<file path="src/rtl/seg_pkg.sv">
// Shared definitions for the multiplexed seven-segment scanner.
//   mode_e    : display mode encodings, as driven on the mode input
//   SEG_BLANK : all-segments-off pattern
package seg_pkg;

  localparam int unsigned SEG_W = 7;

  typedef enum logic [1:0] {
    MODE_STATIC = 2'b00,
    MODE_SCROLL = 2'b01,
    MODE_BLINK  = 2'b10,
    MODE_BLANK  = 2'b11
  } mode_e;

  localparam logic [SEG_W-1:0] SEG_BLANK = 7'b0;

endpackage

</file>
<file path="src/rtl/seg_scan_timer.sv">
// Scan timebase: per-slot counter, digit index and end-of-frame pulse.
//   clk, rst     : clock, synchronous active-high reset
//   scan_cnt     : registered count within the current digit slot (0..SCAN_DIV-1)
//   digit_idx    : registered index of the digit being scanned (0..DIGITS-1)
//   frame_end_c  : combinational, high on the last cycle of a frame
//   frame_done   : registered one-cycle pulse on the cycle after frame_end_c
module seg_scan_timer #(
  parameter int unsigned DIGITS   = 8,
  parameter int unsigned SCAN_DIV = 10_000,
  localparam int unsigned CNT_W   = $clog2(SCAN_DIV),
  localparam int unsigned IDX_W   = (DIGITS > 1) ? $clog2(DIGITS) : 1
) (
  input  logic             clk,
  input  logic             rst,
  output logic [CNT_W-1:0] scan_cnt,
  output logic [IDX_W-1:0] digit_idx,
  output logic             frame_end_c,
  output logic             frame_done
);

  logic tick_c;

  // Tick marks the last cycle of a digit slot; the last tick of a frame also ends the frame.
  always_comb begin
    tick_c      = (scan_cnt == CNT_W'(SCAN_DIV - 1));
    frame_end_c = tick_c && (digit_idx == IDX_W'(DIGITS - 1));
  end

  // Counter, index and frame pulse registers.
  always_ff @(posedge clk) begin
    if (rst) begin
      scan_cnt   <= '0;
      digit_idx  <= '0;
      frame_done <= 1'b0;
    end else begin
      frame_done <= frame_end_c;
      if (tick_c) begin
        scan_cnt <= '0;
        if (digit_idx == IDX_W'(DIGITS - 1)) digit_idx <= '0;
        else                                 digit_idx <= digit_idx + IDX_W'(1);
      end else begin
        scan_cnt <= scan_cnt + CNT_W'(1);
      end
    end
  end

endmodule

</file>
<file path="src/rtl/seg_scan_display.sv">
// Multiplexed seven-segment display driver with scroll, blink, blank and PWM dimming.
//   clk, rst         : clock, synchronous active-high reset
//   wr_en/addr/seg   : pattern buffer write port, usable at any time
//   mode             : 00 static, 01 scroll, 10 blink, 11 blank (taken at frame boundaries)
//   brightness       : duty level 0..7, 7 = full on
//   seg              : registered segment drive
//   digit_select     : registered one-hot digit enable
//   frame_done       : one-cycle pulse after each completed frame
module seg_scan_display
  import seg_pkg::*;
#(
  parameter int unsigned DIGITS     = 8,
  parameter int unsigned SCAN_DIV   = 10_000,
  parameter int unsigned BUF_DEPTH  = 16,
  parameter int unsigned SCROLL_DIV = 50
) (
  input  logic                         clk,
  input  logic                         rst,
  input  logic                         wr_en,
  input  logic [$clog2(BUF_DEPTH)-1:0] wr_addr,
  input  logic [6:0]                   wr_seg,
  input  logic [1:0]                   mode,
  input  logic [2:0]                   brightness,
  output logic [6:0]                   seg,
  output logic [DIGITS-1:0]            digit_select,
  output logic                         frame_done
);

  localparam int unsigned ADDR_W = $clog2(BUF_DEPTH);
  localparam int unsigned CNT_W  = $clog2(SCAN_DIV);
  localparam int unsigned IDX_W  = (DIGITS > 1) ? $clog2(DIGITS) : 1;
  localparam int unsigned FC_W   = (SCROLL_DIV > 1) ? $clog2(SCROLL_DIV) : 1;

  logic [CNT_W-1:0]  scan_cnt;
  logic [IDX_W-1:0]  digit_idx;
  logic              frame_end_c;

  mode_e             mode_q;
  logic [FC_W-1:0]   frame_cnt;
  logic [ADDR_W-1:0] offset;
  logic              phase_off;

  logic [SEG_W-1:0]  seg_buf [BUF_DEPTH];

  logic [31:0]       lit_lim_c;
  logic              show_c;
  logic [ADDR_W-1:0] rd_addr_c;

  seg_scan_timer #(
    .DIGITS   (DIGITS),
    .SCAN_DIV (SCAN_DIV)
  ) u_timer (
    .clk         (clk),
    .rst         (rst),
    .scan_cnt    (scan_cnt),
    .digit_idx   (digit_idx),
    .frame_end_c (frame_end_c),
    .frame_done  (frame_done)
  );

  // Mode register plus frame-rate scroll offset and blink phase; all change only at frame ends.
  // Any mode change restarts the frame count, so scroll begins at offset 0 and blink begins lit.
  always_ff @(posedge clk) begin
    if (rst) begin
      mode_q    <= MODE_STATIC;
      frame_cnt <= '0;
      offset    <= '0;
      phase_off <= 1'b0;
    end else if (frame_end_c) begin
      if (mode_e'(mode) != mode_q) begin
        mode_q    <= mode_e'(mode);
        frame_cnt <= '0;
        offset    <= '0;
        phase_off <= 1'b0;
      end else if (mode_q == MODE_SCROLL || mode_q == MODE_BLINK) begin
        if (frame_cnt == FC_W'(SCROLL_DIV - 1)) begin
          frame_cnt <= '0;
          if (mode_q == MODE_SCROLL) offset    <= offset + ADDR_W'(1);
          else                       phase_off <= ~phase_off;
        end else begin
          frame_cnt <= frame_cnt + FC_W'(1);
        end
      end
    end
  end

  // Pattern buffer; reads see the pre-write contents in the write cycle.
  always_ff @(posedge clk) begin
    if (rst) begin
      for (int i = 0; i < int'(BUF_DEPTH); i++) seg_buf[i] <= SEG_BLANK;
    end else if (wr_en) begin
      seg_buf[wr_addr] <= wr_seg;
    end
  end

  // PWM window, blanking conditions and buffer read address (wraps mod BUF_DEPTH).
  always_comb begin
    lit_lim_c = ((32'(brightness) + 32'd1) * 32'(SCAN_DIV)) >> 3;
    show_c    = (32'(scan_cnt) < lit_lim_c)
              && (mode_q != MODE_BLANK)
              && !((mode_q == MODE_BLINK) && phase_off);
    rd_addr_c = offset + ADDR_W'(digit_idx);
  end

  // Registered display drive.
  always_ff @(posedge clk) begin
    if (rst) begin
      seg          <= SEG_BLANK;
      digit_select <= '0;
    end else if (show_c) begin
      seg          <= seg_buf[rd_addr_c];
      digit_select <= DIGITS'(1) << digit_idx;
    end else begin
      seg          <= SEG_BLANK;
      digit_select <= '0;
    end
  end

endmodule

</file>
<file path="config.mk">
export PLATFORM = sky130hd
export DESIGN_NAME = seg_scan_display
export DESIGN_NICKNAME = d
export VERILOG_FILES = /design/src/rtl/seg_pkg.sv /design/src/rtl/seg_scan_timer.sv /design/src/rtl/seg_scan_display.sv
export SDC_FILE = /design/constraint.sdc
export NUM_CORES = 1
export LEC_CHECK = 0
export ABC_AREA = 1
export BUFFER_PORTS_ARGS = -buffer_cell sky130_fd_sc_hd__clkbuf_2
export CAP_MARGIN = 20
export CORE_UTILIZATION = 39
export CTS_BUF_LIST = sky130_fd_sc_hd__clkbuf_8 sky130_fd_sc_hd__clkbuf_16
export DETAILED_ROUTE_END_ITERATION = 6
export GPL_TIMING_DRIVEN = 0
export HOLD_SLACK_MARGIN = 0.1
export SLEW_MARGIN = 20
export SYNTH_ARGS = -nofsm -noshare
export SYNTH_HDL_FRONTEND = slang
export SYNTH_HIERARCHICAL = 1
export SYNTH_SLANG_ARGS = --single-unit
</file>
<file path="constraint.sdc">
create_clock -name clk -period 4.75 [get_ports clk]
set_input_delay 0.7125 -clock clk [delete_from_list [all_inputs] [get_ports clk]]
set_output_delay 0.7125 -clock clk [all_outputs]
set_load 0.005 [all_outputs]
</file>
==> impl_metrics.sql <==
INSERT INTO impl_metrics (metric_group, metric, value, unit) VALUES
('outcome', 'status', 'completed', ''),
('hold_path', 'hold-path-endpoint', 'u_timer/frame_done$_SDFF_PP0_', ''),
('logic_synthesis', 'synth_compound_area_share', '9.658', '%'),
('worst_setup_path', 'reg2regPathDepth', '9', ''),
('logic_synthesis', 'ys_warnings', '6', ''),
('clock_tree', 'cts_tree', 'yes', ''),
('routing', 'vias', '6030', ''),
('global_routing', 'first_pass_grt_wire_length', '28810', 'µm'),
('clock_tree', 'numCtsBuffers', '17', ''),
('timing', 'setup_violations', '0', ''),
('clock_tree', 'postCtsSetupRepairBufs', '0', ''),
('clock_tree', 'ctsHtreeMaxLevel', '4', ''),
('logic_synthesis', 'synth.area.mux_share', '0', '%'),
('placement', 'placed_instance_count', '1154', ''),
('clock_tree', 'cts_root_buffer', 'clkbuf_16', ''),
('timing', 'max_freq', '0.2380', 'GHz'),
('power', 'power.density', '351.9', 'nW/µm²'),
('global_routing', 'grt_max_degree', '17', ''),
('timing', 'final_count_of_pins_violating_max_slew', '0', ''),
('run', 'drv.max_cap_violation_count', '0', ''),
('logic_synthesis', 'synthXorXnorAreaFrac', '1.757', '%'),
('worst_setup_path', 'worst-r2r-setup-slack', '1990', 'ps'),
('floorplan', 'floorplan.die.width', '144.4', 'µm'),
('worst_setup_path', 'arrival', '4550', 'ps'),
('clock_tree', 'clk_transition_reported_paths', '60', 'ps'),
('timing', 'clock_tree_skew_after_final_layout', '12.59', 'ps'),
('floorplan', 'num_rows', '51', ''),
('timing', 'max_slew.worst_pin.slew', '853.2', 'ps'),
('placement', 'postPlaceCellArea', '8404', 'µm²'),
('logic_synthesis', 'synth.ff_latch_count', '158', ''),
('worst_setup_path', 'timing.rr.start', 'u_timer/digit_idx[0]$_SDFFE_PP0N_', ''),
('final_layout', 'num_antenna_cells', '0', ''),
('hold_path', 'whs_path_depth', '2', ''),
('logic_synthesis', 'synth_sequential_area_ratio', '54.21', '%'),
('global_routing', 'global_route.usage.total', '18.82', '%'),
('logic_synthesis', 'post_synth_and_or_nand_nor_area_fraction', '23.31', '%'),
('logic_synthesis', 'synthCells', '855', ''),
('floorplan', 'design.die.area', '20840', 'µm²'),
('routing', 'firstDrtPassIters', '7', ''),
('worst_setup_path', 'crit_fanout', '6', ''),
('clock_tree', 'cts.sinks', '158', ''),
('routing', 'wire_length_after_detailed_routing', '18430', 'µm'),
('routing', 'routed_via_density', '5.089', ''),
('worst_setup_path', 'required_time_of_the_critical_path', '5100', 'ps'),
('power', 'design_power_total', '3.171', 'mW'),
('worst_setup_path', 'start_kind', 'primary input', ''),
('final_layout', 'layout-drive-gt1-share', '13.48', '%'),
('floorplan', 'boundaryPins', '35', ''),
('timing', 'fin_tns_setup', '0', 'ps'),
('timing', 'worst_slew_margin_rel', '43.12', '%'),
('hold_path', 'holdCritPathClass', 'in -> reg', ''),
('logic_synthesis', 'synth_fa_ha_area_share', '6.428', '%'),
('final_layout', 'fin_area', '9011', 'µm²'),
('placement', 'placement.io_buffers', '34', ''),
('worst_setup_path', 'end_kind', 'flop', ''),
('floorplan', 'core_area', '19650', 'µm²'),
('timing', 'timing_hold_violations_final', '0', ''),
('global_routing', 'grt_antenna_before_repair', '0', ''),
('placement', 'dp_worst_setup_slack', '119.1', 'ps'),
('routing', 'detail-route-antenna-nets', '0', ''),
('clock_tree', 'deepest_clock_path_buffer_count', '2', ''),
('logic_synthesis', 'synth_flop_cell', 'edfxtp_1', ''),
('power', 'static-leakage-power', '3.561', 'nW'),
('placement', 'finalWeightedCongestion', '0.8079', ''),
('power', 'vdd.ir_drop.worst', '0.2570', 'mV'),
('timing', 'finalWorstPathRequiredPeriod', '4202', 'ps'),
('clock_tree', 'post_cts_resized', '0', ''),
('logic_synthesis', 'mappedNetlistArea', '7903', 'µm²'),
('final_layout', 'instances_no_fill', '1185', ''),
('routing', 'dr.first_iter.drc_count', '429', ''),
('logic_synthesis', 'postSynthNetCount', '914', '');
cell families after synthesis:
| group | Yosys count |
|---|---|
| fa+ha+maj | 40 |
| buf+inv | 93 |
| xor+xnor | 15 |
| compound gates | 127 |
| flops | 158 |
| simple gates | 422 |
cell type report:
cell class,instances,area (µm²)
Timing Repair Buffer,34,170.2
Fill cell,1910,10640
Sequential cell,158,4284
Multi-Input combinational cell,604,3252
Clock buffer,17,425.4
Inverter,63,236.5
Tap cell,265,331.6
Clock inverter,14,181.4
Buffer,30,130.1
worst max-delay path by stage:
| stage | startpoint | endpoint | slack (ps) | cells past startpoint |
|---|---|---|---|---|
| 3_5_place_dp | brightness[0] | seg[3]$_SDFF_PP0_ | 120 | 20 |
| 3_3_place_gp | brightness[0] | seg[5]$_SDFF_PP0_ | 190 | 20 |
| 6_report | brightness[0] | digit_select[5]$_SDFF_PP0_ | 550 | 20 |
| 5_1_grt | brightness[0] | digit_select[5]$_SDFF_PP0_ | 310 | 20 |
| 4_1_cts | brightness[0] | digit_select[5]$_SDFF_PP0_ | 540 | 20 |
| 2_1_floorplan | brightness[0] | seg[0]$_SDFF_PP0_ | 720 | 19 |
cell usage in the layout, fill, tap and decap left out, types with 8 or more instances in the layout:
master / instances
a21oi_1: 16
a21oi_2: 8
buf_2: 8
clkbuf_1: 19
clkbuf_16: 17
clkbuf_2: 34
dfxtp_1: 46
edfxtp_1: 112
ha_1: 39
inv_1: 52
inv_2: 11
nand2_1: 90
nand3_1: 33
nand4_1: 8
nor2_1: 251
o211ai_1: 28
o21ai_0: 47
o21ai_1: 17
xor2_1: 8
worst max-delay path, stage by stage:
cell and delay (ps):
clkbuf_2 160, ha_1 280, xnor2_1 410, ha_1 220
inv_1 50, ha_1 170, or2_2 290, ha_1 270
ha_1 340, nand3_1 100, nand3_2 80, a21o_1 180
xor2_1 150, ha_1 320, a21o_1 160, nand4_1 100
nand2_2 100, nor2_8 150, nand4_2 140, nor2_1 150
registers in the layout, summed over array words and instances, names as in the netlist:
signal	cells
mode_q	2
digit_select	8
frame_cnt	6
u_timer/scan_cnt	14
seg	7
u_timer/frame_done	1
phase_off	1
offset	4
u_timer/digit_idx	3
seg_buf	112
synthesized netlist by cell type (8+ instances only):
master    count  area, µm²
buf_2         8      40.04
inv_2        11      41.29
o211ai_1     28      210.2
nand4_1       8      50.05
ha_1         39      488.0
dfxtp_1      46      920.9
nand3_1      33      165.2
o21ai_1      17      85.08
nand2_1      90      337.8
xor2_1        8      70.07
nor2_1      251      942.2
o21ai_0      47      235.2
edfxtp_1    112       3363
a21oi_2       8      70.07
clkbuf_1     19      71.32
inv_1        52      195.2
a21oi_1      16      80.08
layer usage:
layer  track usage (%)  vias to the layer above  wire (µm)
li1                  -                     3003          -
met1             25.22                     2832       8486
met2             30.49                      173       8546
met3             3.543                       22       1095
met4             6.260                        0        299
met5                 0                        -          0
stage by stage:
step                utilization [%]  hold WS, ps
detailed placement            42.76        481.9
floorplan                         -        452.2
finish                        45.85        482.5
global placement              42.76        481.2
global route                  45.85        478.8
CTS                           45.85        468.6
power breakdown:
group | internal, mW | switching, mW | total [mW] | leakage, nW
clock | 0.834 | 0.572 | 1.41 | 0.289
combinational | 0.0698 | 0.141 | 0.211 | 1.83
sequential | 1.53 | 0.0194 | 1.55 | 1.44
total | 2.44 | 0.733 | 3.17 | 3.56
Power figures use the tool's default switching activity.
